==> config.mk <==
export PLATFORM = sky130hd
export DESIGN_NAME = lcd_ram_writer
export DESIGN_NICKNAME = d
export VERILOG_FILES = /design/src/rtl/lcd_pkg.sv /design/src/rtl/lcd_cmd_decode.sv /design/src/rtl/lcd_ram_writer.sv
export SDC_FILE = /design/constraint.sdc
export NUM_CORES = 1
export LEC_CHECK = 0
export CAP_MARGIN = 20
export CORE_MARGIN = 2
export CORE_UTILIZATION = 35
export DETAILED_ROUTE_END_ITERATION = 10
export PLACE_DENSITY_LB_ADDON = 0.12
export SLEW_MARGIN = 10
export SYNTH_ARGS = -nofsm -noshare
export SYNTH_HDL_FRONTEND = slang
export SYNTH_SLANG_ARGS = --single-unit
export TNS_END_PERCENT = 5
==> constraint.sdc <==
create_clock -name i_clk -period 1.95 [get_ports i_clk]
set_input_delay 0.39 -clock i_clk [delete_from_list [all_inputs] [get_ports i_clk]]
set_output_delay 0.39 -clock i_clk [all_outputs]
set_load 0.1 [all_outputs]
==> src/rtl/lcd_pkg.sv <==
// rtl/lcd_pkg.sv - shared constants, opcodes, FSM states and decode actions for the LCD RAM writer
package lcd_pkg;

    localparam int LCD_COLS   = 132;
    localparam int LCD_PAGES  = 9;
    localparam int LCD_ADDR_W = 11;

    localparam logic [7:0] CMD_COL_LO   = 8'h00;
    localparam logic [7:0] CMD_COL_HI   = 8'h10;
    localparam logic [7:0] CMD_START    = 8'h40;
    localparam logic [7:0] CMD_CONTRAST = 8'h81;
    localparam logic [7:0] CMD_ADC      = 8'hA0;
    localparam logic [7:0] CMD_ALL_ON   = 8'hA4;
    localparam logic [7:0] CMD_INVERT   = 8'hA6;
    localparam logic [7:0] CMD_DISP     = 8'hAE;
    localparam logic [7:0] CMD_PAGE     = 8'hB0;
    localparam logic [7:0] CMD_RMW      = 8'hE0;
    localparam logic [7:0] CMD_RESET    = 8'hE2;
    localparam logic [7:0] CMD_RMW_END  = 8'hEE;

    localparam logic [5:0] CONTRAST_RST = 6'h20;

    typedef enum logic [2:0] {
        ST_IDLE,
        ST_WR_DATA,
        ST_RD_ISSUE,
        ST_RD_CAPTURE,
        ST_ARG
    } lcd_state_t;

    // One-hot command action; all zero means the opcode is a no-op.
    typedef struct packed {
        logic col_lo;
        logic col_hi;
        logic page;
        logic start;
        logic disp;
        logic adc;
        logic invert;
        logic all_on;
        logic contrast;
        logic soft_reset;
        logic rmw;
        logic rmw_end;
    } lcd_act_t;

endpackage

==> src/rtl/lcd_cmd_decode.sv <==
// rtl/lcd_cmd_decode.sv - combinational opcode decode into one-hot action and extracted fields
//  Ports: i_op (command byte) -> o_act (one-hot action), o_nibble (op[3:0]),
//         o_line (op[5:0]), o_flag (op[0]).
//  RMW_EN selects whether E0/EE decode as read-modify-write commands or no-ops.
module lcd_cmd_decode
    import lcd_pkg::*;
#(
    parameter bit RMW_EN = 1'b0
) (
    input  logic [7:0] i_op,
    output lcd_act_t   o_act,
    output logic [3:0] o_nibble,
    output logic [5:0] o_line,
    output logic       o_flag
);

    assign o_nibble = i_op[3:0];
    assign o_line   = i_op[5:0];
    assign o_flag   = i_op[0];

    always_comb begin
        o_act = '0;
        if (i_op[7:4] == CMD_COL_LO[7:4])       o_act.col_lo     = 1'b1;
        else if (i_op[7:4] == CMD_COL_HI[7:4])  o_act.col_hi     = 1'b1;
        else if (i_op[7:6] == CMD_START[7:6])   o_act.start      = 1'b1;
        else if (i_op[7:4] == CMD_PAGE[7:4])    o_act.page       = 1'b1;
        else if (i_op[7:1] == CMD_ADC[7:1])     o_act.adc        = 1'b1;
        else if (i_op[7:1] == CMD_ALL_ON[7:1])  o_act.all_on     = 1'b1;
        else if (i_op[7:1] == CMD_INVERT[7:1])  o_act.invert     = 1'b1;
        else if (i_op[7:1] == CMD_DISP[7:1])    o_act.disp       = 1'b1;
        else if (i_op == CMD_CONTRAST)          o_act.contrast   = 1'b1;
        else if (i_op == CMD_RESET)             o_act.soft_reset = 1'b1;
        else if (i_op == CMD_RMW)               o_act.rmw        = RMW_EN;
        else if (i_op == CMD_RMW_END)           o_act.rmw_end    = RMW_EN;
    end

endmodule

==> src/rtl/lcd_ram_writer.sv <==
// rtl/lcd_ram_writer.sv - CPU-side SED1565-style command/data writer for the LCD display RAM
//  Bus side: i_cs, i_a0 (0 cmd/status, 1 data), i_wr, i_rd, i_din -> o_dout, o_dout_valid, o_busy.
//  VRAM side: o_vram_addr, o_vram_we, o_vram_wdata, o_vram_re, i_vram_rdata (1-cycle read latency).
//  Scan-out controls: o_display_on, o_start_line, o_column_reverse, o_invert, o_all_on, o_contrast.
//  i_reset is asynchronous active-low. Define LCD_RMW_EN to enable E0/EE read-modify-write mode.
module lcd_ram_writer
    import lcd_pkg::*;
#(
    parameter int COLS   = LCD_COLS,
    parameter int PAGES  = LCD_PAGES,
    parameter int ADDR_W = LCD_ADDR_W
) (
    input  logic              i_clk,
    input  logic              i_reset,
    input  logic              i_cs,
    input  logic              i_a0,
    input  logic              i_wr,
    input  logic              i_rd,
    input  logic [7:0]        i_din,
    output logic [7:0]        o_dout,
    output logic              o_dout_valid,
    output logic              o_busy,
    output logic [ADDR_W-1:0] o_vram_addr,
    output logic              o_vram_we,
    output logic [7:0]        o_vram_wdata,
    output logic              o_vram_re,
    input  logic [7:0]        i_vram_rdata,
    output logic              o_display_on,
    output logic [5:0]        o_start_line,
    output logic              o_column_reverse,
    output logic              o_invert,
    output logic              o_all_on,
    output logic [5:0]        o_contrast
);

`ifdef LCD_RMW_EN
    localparam bit RMW_EN = 1'b1;
`else
    localparam bit RMW_EN = 1'b0;
`endif

    localparam logic [7:0] COL_MAX  = 8'(COLS - 1);
    localparam logic [3:0] PAGE_MAX = 4'(PAGES - 1);

    lcd_state_t        r_state, w_state_nxt;
    logic              r_busy, w_busy_nxt;
    logic [7:0]        r_dout, w_dout_nxt;
    logic              r_dout_valid, w_dout_valid_nxt;
    logic [ADDR_W-1:0] r_vram_addr, w_vram_addr_nxt;
    logic              r_vram_we, w_vram_we_nxt;
    logic [7:0]        r_vram_wdata, w_vram_wdata_nxt;
    logic              r_vram_re, w_vram_re_nxt;
    logic              r_disp_on, w_disp_on_nxt;
    logic [5:0]        r_start_line, w_start_line_nxt;
    logic              r_adc, w_adc_nxt;
    logic              r_invert, w_invert_nxt;
    logic              r_all_on, w_all_on_nxt;
    logic [5:0]        r_contrast, w_contrast_nxt;
    logic [3:0]        r_page, w_page_nxt;
    logic [7:0]        r_col, w_col_nxt;
    logic [7:0]        r_latch, w_latch_nxt;
    logic              r_reset_flag, w_reset_flag_nxt;
    logic              r_rmw, w_rmw_nxt;
    logic [7:0]        r_saved_col, w_saved_col_nxt;

    lcd_act_t          w_act;
    logic [3:0]        w_nibble;
    logic [5:0]        w_line;
    logic              w_flag;
    logic              w_accept;
    logic              w_soft;
    logic [ADDR_W-1:0] w_cur_addr;
    logic [7:0]        w_col_inc;
    logic [7:0]        w_col_lo;
    logic [7:0]        w_col_hi;

    lcd_cmd_decode #(.RMW_EN(RMW_EN)) u_cmd_decode (
        .i_op     (i_din),
        .o_act    (w_act),
        .o_nibble (w_nibble),
        .o_line   (w_line),
        .o_flag   (w_flag)
    );

    assign w_accept   = i_cs & (i_wr | i_rd) & ~r_busy;
    assign w_cur_addr = ADDR_W'(r_page) * ADDR_W'(COLS) + ADDR_W'(r_col);
    // Column never wraps into the next page; it sticks at the last column.
    assign w_col_inc  = (r_col >= COL_MAX) ? COL_MAX : r_col + 8'd1;
    assign w_col_lo   = {r_col[7:4], w_nibble};
    assign w_col_hi   = {w_nibble, r_col[3:0]};

    always_comb begin
        w_state_nxt      = r_state;
        w_dout_nxt       = r_dout;
        w_dout_valid_nxt = 1'b0;
        w_vram_addr_nxt  = r_vram_addr;
        w_vram_we_nxt    = 1'b0;
        w_vram_wdata_nxt = r_vram_wdata;
        w_vram_re_nxt    = 1'b0;
        w_disp_on_nxt    = r_disp_on;
        w_start_line_nxt = r_start_line;
        w_adc_nxt        = r_adc;
        w_invert_nxt     = r_invert;
        w_all_on_nxt     = r_all_on;
        w_contrast_nxt   = r_contrast;
        w_page_nxt       = r_page;
        w_col_nxt        = r_col;
        w_latch_nxt      = r_latch;
        w_reset_flag_nxt = 1'b0;
        w_rmw_nxt        = r_rmw;
        w_saved_col_nxt  = r_saved_col;
        w_soft           = 1'b0;

        case (r_state)
            ST_WR_DATA:    w_state_nxt = ST_IDLE;
            ST_RD_ISSUE:   w_state_nxt = ST_RD_CAPTURE;
            ST_RD_CAPTURE: begin
                w_latch_nxt = i_vram_rdata;
                w_state_nxt = ST_IDLE;
            end
            default: begin
                // IDLE and ARG both accept accesses; a data access abandons a pending ARG.
                if (w_accept) begin
                    if (i_a0 && i_wr) begin
                        w_vram_we_nxt    = 1'b1;
                        w_vram_addr_nxt  = w_cur_addr;
                        w_vram_wdata_nxt = i_din;
                        w_col_nxt        = w_col_inc;
                        w_state_nxt      = ST_WR_DATA;
                    end else if (i_a0) begin
                        // Buffered read: hand out the previous fetch, start the next one.
                        w_dout_nxt       = r_latch;
                        w_dout_valid_nxt = 1'b1;
                        w_vram_re_nxt    = 1'b1;
                        w_vram_addr_nxt  = w_cur_addr;
                        w_col_nxt        = r_rmw ? r_col : w_col_inc;
                        w_state_nxt      = ST_RD_ISSUE;
                    end else if (i_wr && r_state == ST_ARG) begin
                        if (w_act.soft_reset) w_soft = 1'b1;
                        else                  w_contrast_nxt = i_din[5:0];
                        w_state_nxt = ST_IDLE;
                    end else if (i_wr) begin
                        if (w_act.col_lo)   w_col_nxt = (w_col_lo > COL_MAX) ? COL_MAX : w_col_lo;
                        if (w_act.col_hi)   w_col_nxt = (w_col_hi > COL_MAX) ? COL_MAX : w_col_hi;
                        if (w_act.page)     w_page_nxt = (w_nibble > PAGE_MAX) ? PAGE_MAX : w_nibble;
                        if (w_act.start)    w_start_line_nxt = w_line;
                        if (w_act.disp)     w_disp_on_nxt = w_flag;
                        if (w_act.adc)      w_adc_nxt = w_flag;
                        if (w_act.invert)   w_invert_nxt = w_flag;
                        if (w_act.all_on)   w_all_on_nxt = w_flag;
                        if (w_act.contrast) w_state_nxt = ST_ARG;
                        if (w_act.soft_reset) w_soft = 1'b1;
                        if (w_act.rmw) begin
                            w_rmw_nxt       = 1'b1;
                            w_saved_col_nxt = r_col;
                        end
                        if (w_act.rmw_end) begin
                            w_rmw_nxt = 1'b0;
                            w_col_nxt = r_saved_col;
                        end
                    end else begin
                        w_dout_nxt       = {1'b0, r_adc, ~r_disp_on, r_reset_flag, 4'b0000};
                        w_dout_valid_nxt = 1'b1;
                    end
                end
            end
        endcase

        if (w_soft) begin
            w_state_nxt      = ST_IDLE;
            w_dout_nxt       = '0;
            w_vram_addr_nxt  = '0;
            w_vram_wdata_nxt = '0;
            w_disp_on_nxt    = 1'b0;
            w_start_line_nxt = '0;
            w_adc_nxt        = 1'b0;
            w_invert_nxt     = 1'b0;
            w_all_on_nxt     = 1'b0;
            w_contrast_nxt   = CONTRAST_RST;
            w_page_nxt       = '0;
            w_col_nxt        = '0;
            w_latch_nxt      = '0;
            w_rmw_nxt        = 1'b0;
            w_saved_col_nxt  = '0;
            w_reset_flag_nxt = 1'b1;
        end

        w_busy_nxt = (w_state_nxt == ST_WR_DATA) || (w_state_nxt == ST_RD_ISSUE) ||
                     (w_state_nxt == ST_RD_CAPTURE);
    end

    always_ff @(posedge i_clk or negedge i_reset) begin
        if (!i_reset) begin
            r_state      <= ST_IDLE;
            r_busy       <= 1'b0;
            r_dout       <= '0;
            r_dout_valid <= 1'b0;
            r_vram_addr  <= '0;
            r_vram_we    <= 1'b0;
            r_vram_wdata <= '0;
            r_vram_re    <= 1'b0;
            r_disp_on    <= 1'b0;
            r_start_line <= '0;
            r_adc        <= 1'b0;
            r_invert     <= 1'b0;
            r_all_on     <= 1'b0;
            r_contrast   <= CONTRAST_RST;
            r_page       <= '0;
            r_col        <= '0;
            r_latch      <= '0;
            r_reset_flag <= 1'b0;
            r_rmw        <= 1'b0;
            r_saved_col  <= '0;
        end else begin
            r_state      <= w_state_nxt;
            r_busy       <= w_busy_nxt;
            r_dout       <= w_dout_nxt;
            r_dout_valid <= w_dout_valid_nxt;
            r_vram_addr  <= w_vram_addr_nxt;
            r_vram_we    <= w_vram_we_nxt;
            r_vram_wdata <= w_vram_wdata_nxt;
            r_vram_re    <= w_vram_re_nxt;
            r_disp_on    <= w_disp_on_nxt;
            r_start_line <= w_start_line_nxt;
            r_adc        <= w_adc_nxt;
            r_invert     <= w_invert_nxt;
            r_all_on     <= w_all_on_nxt;
            r_contrast   <= w_contrast_nxt;
            r_page       <= w_page_nxt;
            r_col        <= w_col_nxt;
            r_latch      <= w_latch_nxt;
            r_reset_flag <= w_reset_flag_nxt;
            r_rmw        <= w_rmw_nxt;
            r_saved_col  <= w_saved_col_nxt;
        end
    end

    assign o_dout           = r_dout;
    assign o_dout_valid     = r_dout_valid;
    assign o_busy           = r_busy;
    assign o_vram_addr      = r_vram_addr;
    assign o_vram_we        = r_vram_we;
    assign o_vram_wdata     = r_vram_wdata;
    assign o_vram_re        = r_vram_re;
    assign o_display_on     = r_disp_on;
    assign o_start_line     = r_start_line;
    assign o_column_reverse = r_adc;
    assign o_invert         = r_invert;
    assign o_all_on         = r_all_on;
    assign o_contrast       = r_contrast;

endmodule

==> results_dict.tcl, run 1 <==
set metrics [dict create \
    rr_startpoint "o_busy$_DFF_PN0_" \
    wire_per_inst_um 15.7 \
    design_area_sq_um 5620 \
    reg2reg_depth 9 \
    grt_pass1_vias 3472 \
    start_util 0.359 \
    grt-busiest-layer "met2" \
    finalClockSkew_ns 0.0123 \
    ios 69 \
    routed_wl_mm 10.3 \
    rsz0062_at_grt "yes" \
    switching_share 0.509 \
    synth_edf_count 0 \
    cap_violations 0 \
    power.total_mw 9.85 \
    synth_top_area_frac 0.479 \
    fp.coreArea_sq_um 10300 \
    p_leak_nw 2.75 \
    p_comb_frac 0.638 \
    grt_first_pass_wirelength_mm 17.1 \
    vias 3247 \
    rr_endpoint "o_vram_wdata[4]$_DFFE_PN0P_" \
    power_frac_seq 0.243 \
    crit_family "simple AND/OR/NAND/NOR gates" \
    antenna_found_initial 0 \
    relSlewSlack 0.697 \
    diodes 0 \
    clock-sinks 72 \
    async_flop_share 1.00 \
    setup_violations 41 \
    ys_warn_count 0 \
    worstMarginPinSlew_ns 0.454 \
    drive_gt1_frac 0.420 \
    ys.flop_type "dfrtp_1" \
    fmax_ghz 0.458 \
    io_buffers 68 \
    cts-root-buf "clkbuf_8" \
    status "finished with violations" \
    path_depth 9 \
    h-tree-depth 3 \
    overflow 0 \
    failed_checks "setup timing" \
    ys_ff_latch 72 \
    hpwl_mm 7.45 \
    yosysSeqAreaShare 0.486 \
    gp_congestion 0.839 \
    setup_ws_ns -0.236 \
    die-area_sq_um 11400 \
    cpPeakStageDelay_ns 0.49 \
    grt_use_met2 0.310 \
    holdPathStages 2 \
    grtUsageMet3 0.0401 \
    synth_top_cell_by_area "dfrtp_1" \
    path_clk_slew_ns 0.08 \
    power.switching_mw 5.02 \
    synth_fp_nets 392 \
    final_cells 655 \
    endpoint_kind "register" \
    first_iter_violations 152 \
    path_buf_inv 3 \
    synth.area.top_cells "dfrtp_1, mux2i_1, mux2_2" \
    global_route.usage.met1 0.255 \
    crit_required_ns 2.19 \
    startpoint_type "register" \
    netlist_area_sq_um 3710 \
    area_growth_pct 51.4 \
    holdWs_ns 0.491 \
    path_max_fanout 5 \
    clock_latency_ns 0.35 \
    arrival_ns 2.42 \
    cts_tree "done" \
    cp-endpoint "o_vram_wdata[4]$_DFFE_PN0P_" \
    vdd_drop_max_uv 1020 \
    clockBufferDepth 2 \
    rrSetupSlack_ns -0.24 \
    powerDensity_nw_per_um2 1750 \
    drc 0 \
    internal-power_mw 4.84 \
    cts_buffers 9 \
    hold_class "register to register" \
    drt-pass1-iter-count 4 \
    grt_start_max_net_pins 36 \
    vias_per_cell 4.96 \
    hold_viol 0 \
    layout_worst_path_cycle_share 1.12 \
    placed_cells 631 \
    path_class "register to register" \
    grt_util_all_layers 0.192 \
    cp_cell_sequence "nor2b_4, and4_4, buf_6, o311ai_4, nand3_4, inv_2, or3_4, buf_8, mux2i_1" \
    postLayoutCoreUtil 0.544 \
    row_count 37 \
    die_w_um 107 \
    place_area_sq_um 5090 \
    antenna_left 0 \
    crit_start "o_busy$_DFF_PN0_" \
    period_minus_slack_ns 2.19 \
    fillers 946 \
    clockPowerShare 0.119 \
    slew_viol_final 0 \
    nets 543 \
    die_height_um 107 \
    crit_slowest_cell "dfrtp_4" \
    syn_inst 363 \
    postSynthAreaPerCell_sq_um 10.2 \
    synthDistinctLibCells 67 \
]
-- Yosys cell counts, types with 5 or more instances --
| cell | n |
|---|---|
| nor3_1 | 7 |
| and3_1 | 5 |
| inv_1 | 19 |
| dfrtp_1 | 71 |
| nand3_1 | 20 |
| o21ai_1 | 5 |
| nand2_1 | 31 |
| nor3b_1 | 5 |
| o31ai_1 | 7 |
| ha_1 | 6 |
| nor2_1 | 29 |
| mux2i_1 | 16 |
| a22o_1 | 5 |
| clkbuf_1 | 6 |
| mux2_2 | 12 |
| o21ai_0 | 23 |
| a21oi_1 | 15 |
| buf_2 | 5 |
-- kinds of logic after synthesis --
logic type	after synthesis	share of synthesized area
flip-flops	72	0.486
adder cells (fa/ha/maj)	7	0.0256
multiplexers	28	0.0796
XOR/XNOR	8	0.0209
buffers and inverters	39	0.0516
AO/OA/AOI/OAI	77	0.139
AND/OR/NAND/NOR	132	0.197
-- worst min-delay path by stage --
stage / endpoint / from / slack (ns)
2_1_floorplan: o_all_on$_DFFE_PN0P_ / i_reset / 0.09
3_3_place_gp: o_vram_addr[2]$_DFFE_PN0P_ / i_reset / 0.38
3_5_place_dp: o_vram_addr[2]$_DFFE_PN0P_ / i_reset / 0.38
4_1_cts: o_dout[6]$_DFFE_PN0P_ / r_latch[6]$_DFFE_PN0P_ / 0.49
5_1_grt: o_dout[4]$_DFFE_PN0P_ / r_latch[4]$_DFFE_PN0P_ / 0.51
6_report: o_dout[4]$_DFFE_PN0P_ / r_latch[4]$_DFFE_PN0P_ / 0.49
-- stage by stage --
step	setup WS (ns)	TNS, ns
2_1_floorplan	-0.379	-13.39
3_3_place_gp	-1.00	-48.09
3_5_place_dp	-0.973	-48.56
4_1_cts	-0.213	-5.89
5_1_grt	-0.302	-10.02
6_report	-0.236	-6.40
-- cells in the final DEF (no fill, tap or decap), drive strengths merged, types with 3 or more instances in the layout --
| cell type | n |
|---|---|
| a22o | 5 |
| nand2 | 31 |
| o31ai | 7 |
| mux2i | 16 |
| clkdlybuf4s50 | 8 |
| a21o | 3 |
| clkbuf | 9 |
| nor4 | 5 |
| nand4b | 3 |
| mux2 | 12 |
| xnor2 | 4 |
| and2 | 3 |
| o21ai | 28 |
| dfrtp | 71 |
| nor3b | 5 |
| nand3 | 21 |
| nand3b | 3 |
| ha | 6 |
| or2 | 4 |
| nand2b | 4 |
| buf | 137 |
| clkinv | 5 |
| inv | 21 |
| nor3 | 8 |
| nor2 | 29 |
| xor2 | 4 |
| and3 | 5 |
| a21oi | 16 |
| dlygate4sd2 | 10 |
-- metal layers --
metal / share of wire / wire (um) / up-vias
met4: 0.015 / 159 / 0
met2: 0.49 / 4990 / 59
li1: - / - / 1589
met5: 0 / 0 / -
met3: 0.037 / 377 / 14
met1: 0.46 / 4740 / 1585
-- worst register-to-register path: stages (launching register included) --
cell and delay, ns:
dfrtp_4 0.49, nor2b_4 0.20, and4_4 0.28, buf_6 0.11, o311ai_4 0.13, nand3_4 0.12
inv_2 0.04, or3_4 0.44, buf_8 0.16, mux2i_1 0.11
-- cell type report --
type / instances / area (sq um) / share of cell area
multi-input combinational: 252 / 1920 / 0.342
sequential: 72 / 1810 / 0.322
timing repair buffer: 158 / 1440 / 0.257
tap: 136 / 170 / 0.0303
clock buffer: 9 / 124 / 0.0220
inverter: 21 / 83.8 / 0.0149
clock inverter: 7 / 70.1 / 0.0125
-- registers in the layout (all words and copies together), names as in the netlist --
name              flops
o_display_on          1
o_busy                1
o_dout                8
r_reset_flag          1
o_contrast            6
r_rmw                 1
r_page                4
o_vram_addr          11
o_all_on              1
r_state               3
o_vram_we             1
r_col                 8
r_latch               8
o_column_reverse      1
o_vram_re             1
o_start_line          6
o_invert              1
o_dout_valid          1
o_vram_wdata          8
-- power by group through the flow --
stage	combinational, mW	sequential (mW)	clock [mW]
2_1_floorplan	1.59	4.74	0
3_3_place_gp	5.68	2.40	0
3_5_place_dp	5.73	2.41	0
4_1_cts	6.14	2.39	1.22
5_1_grt	6.64	2.46	1.29
6_report	6.28	2.40	1.17
-- what timing repair did --
item                                    in CTS  in global routing
endpoints found under the hold margin       32                  0
gates resized for setup                     54                 29
setup buffers                                5                  0
pin swaps                                   19                 18
gates cloned                                 2                  0
endpoints found under the setup margin      59                 56
hold buffers                                 1                  0
(Power assumes the default switching activity.)
==> inputs of run 2 (changes only) <==
- CORE_ASPECT_RATIO: default -> 1.1
- clock period: 1.95 -> 2.8 ns (I/O delays scaled with it)
==> results_dict.tcl, run 2 (synthesis results as in run 1) <==
set metrics [dict create \
    clockPowerShare 0.167 \
    worstMarginPinSlew_ns 0.952 \
    internal-power_mw 3.13 \
    overflow 0 \
    design_area_sq_um 5050 \
    hold_viol 0 \
    start_util 0.359 \
    die_w_um 102 \
    cts_tree "done" \
    routed_wl_mm 9.32 \
    finalClockSkew_ns 0.00793 \
    antenna_found_initial 0 \
    die-area_sq_um 11400 \
    grt_util_all_layers 0.179 \
    power.total_mw 6.39 \
    fmax_ghz 0.386 \
    power.switching_mw 3.26 \
    largest_reg_flops 11 \
    clock-sinks 72 \
    crit_required_ns 3.02 \
    area_growth_pct 36.0 \
    rsz0062_at_grt "yes" \
    final_cell_mix "buf_4, dfrtp_1, nand2_1" \
    arrival_ns 2.81 \
    rr_endpoint "o_contrast[1]$_DFFE_PN0P_" \
    setup_violations 0 \
    status "completed" \
    p_leak_nw 2.47 \
    path_max_fanout 9 \
    clockBufferDepth 2 \
    first_iter_violations 137 \
    fp.coreArea_sq_um 10300 \
    diodes 0 \
    powerDensity_nw_per_um2 1270 \
    path_clk_slew_ns 0.05 \
    endpoint_kind "register" \
    hpwl_mm 6.68 \
    layout_commonest_cell "buf_4" \
    ios 69 \
    hold_class "input port to async pin" \
    h-tree-depth 3 \
    relSlewSlack 0.365 \
    io_buffers 68 \
    rr_startpoint "r_state[0]$_DFF_PN0_" \
    switching_share 0.511 \
    grt_start_max_net_pins 73 \
    p_comb_frac 0.574 \
    power_frac_seq 0.259 \
    holdBufCountCts 0 \
    row_count 39 \
    vias 3054 \
    grt_pass1_vias 3178 \
    rrSetupSlack_ns 0.53 \
    drt-pass1-iter-count 4 \
    grt_first_pass_wirelength_mm 15.9 \
    cts_buffers 9 \
    vdd_drop_max_uv 672 \
    nets 508 \
    reg2reg_depth 7 \
    clock_latency_ns 0.34 \
    setup_tns_ns 0 \
    fillers 1011 \
    cap_violations 0 \
    cts-root-buf "clkbuf_16" \
    place_area_sq_um 4770 \
    gp_congestion 0.822 \
    cts-resized-gates 0 \
    antenna_left 0 \
    postCtsSetupBuffers 0 \
    drive_gt1_frac 0.306 \
    path_class "input port to register" \
    drc 0 \
    startpoint_type "input port" \
    vias_per_cell 4.88 \
    wire_per_inst_um 14.9 \
    layout_worst_path_cycle_share 0.924 \
    period_minus_slack_ns 2.59 \
    die_height_um 112 \
    slew_viol_final 0 \
]
## run 2: cell types whose count changed in the layout (fill, tap and decap cells not counted), moves of 6 or more
cell,change
clkdlybuf4s50_1,+12
buf_12,-11
o21ai_0,+11
buf_4,-10
buf_6,-10
dlygate4sd2_1,-10
clkbuf_16,+9
o21ai_1,-9
clkbuf_8,-7
nand3_1,+6
nand3_2,-6
## run 2: cell type report
cell class,count,area (sq um),share of cell area
flip-flops and latches,72,1800,0.357
inverters,21,83.8,0.0166
clock buffers,12,256,0.0508
multi-input cells,252,1720,0.341
well taps,143,179,0.0355
clock inverters,3,17.5,0.00347
repair buffers,123,986,0.195
## run 2: worst max path at each step
stage                     startpoint                          end  slack [ns]  cells past startpoint
CTS                         i_din[6]  o_vram_wdata[1]$_DFFE_PN0P_        0.16                     10
finish                      i_din[6]  o_vram_wdata[1]$_DFFE_PN0P_        0.21                     10
global route                i_din[0]         r_col[2]$_DFFE_PN0P_       -0.02                     10
global placement            i_din[6]         r_col[1]$_DFFE_PN0P_       -0.21                      8
detailed placement          i_din[6]         r_col[4]$_DFFE_PN0P_       -0.19                      8
floorplan           o_busy$_DFF_PN0_  o_vram_wdata[0]$_DFFE_PN0P_         0.1                      9
## run 2: worst max-delay path: stages
cell	delay, ns
clkdlybuf4s50_1	0.46
nor4bb_1	0.40
and4_4	0.32
o311ai_4	0.10
buf_4	0.17
nand3_4	0.07
inv_2	0.04
or3_1	0.36
buf_4	0.20
mux2i_1	0.13
## run 2: metal layers
metal	wire, um	vias to the layer above	track usage
met1	4390	1461	0.234
met3	345	13	0.0339
met5	0	-	0
met4	173	0	0.0773
met2	4410	59	0.286
li1	-	1521	-
## run 2: metrics by stage
step           utilization  setup WS [ns]  hold WS [ns]  cells
2_1_floorplan            -         0.0985         0.264    363
3_3_place_gp         0.461         -0.211         0.466    611
3_5_place_dp         0.461         -0.192         0.472    611
4_1_cts              0.487          0.164         0.414    626
5_1_grt              0.488        -0.0240         0.461    626
6_report             0.488          0.212         0.339    626
## run 2: power groups by stage
stage / logic, mW / registers (mW) / clock network, mW
2_1_floorplan: 1.10 / 3.29 / 0
3_3_place_gp: 3.66 / 1.67 / 0
3_5_place_dp: 3.69 / 1.66 / 0
4_1_cts: 3.69 / 1.65 / 1.09
5_1_grt: 3.93 / 1.70 / 1.14
6_report: 3.67 / 1.65 / 1.07
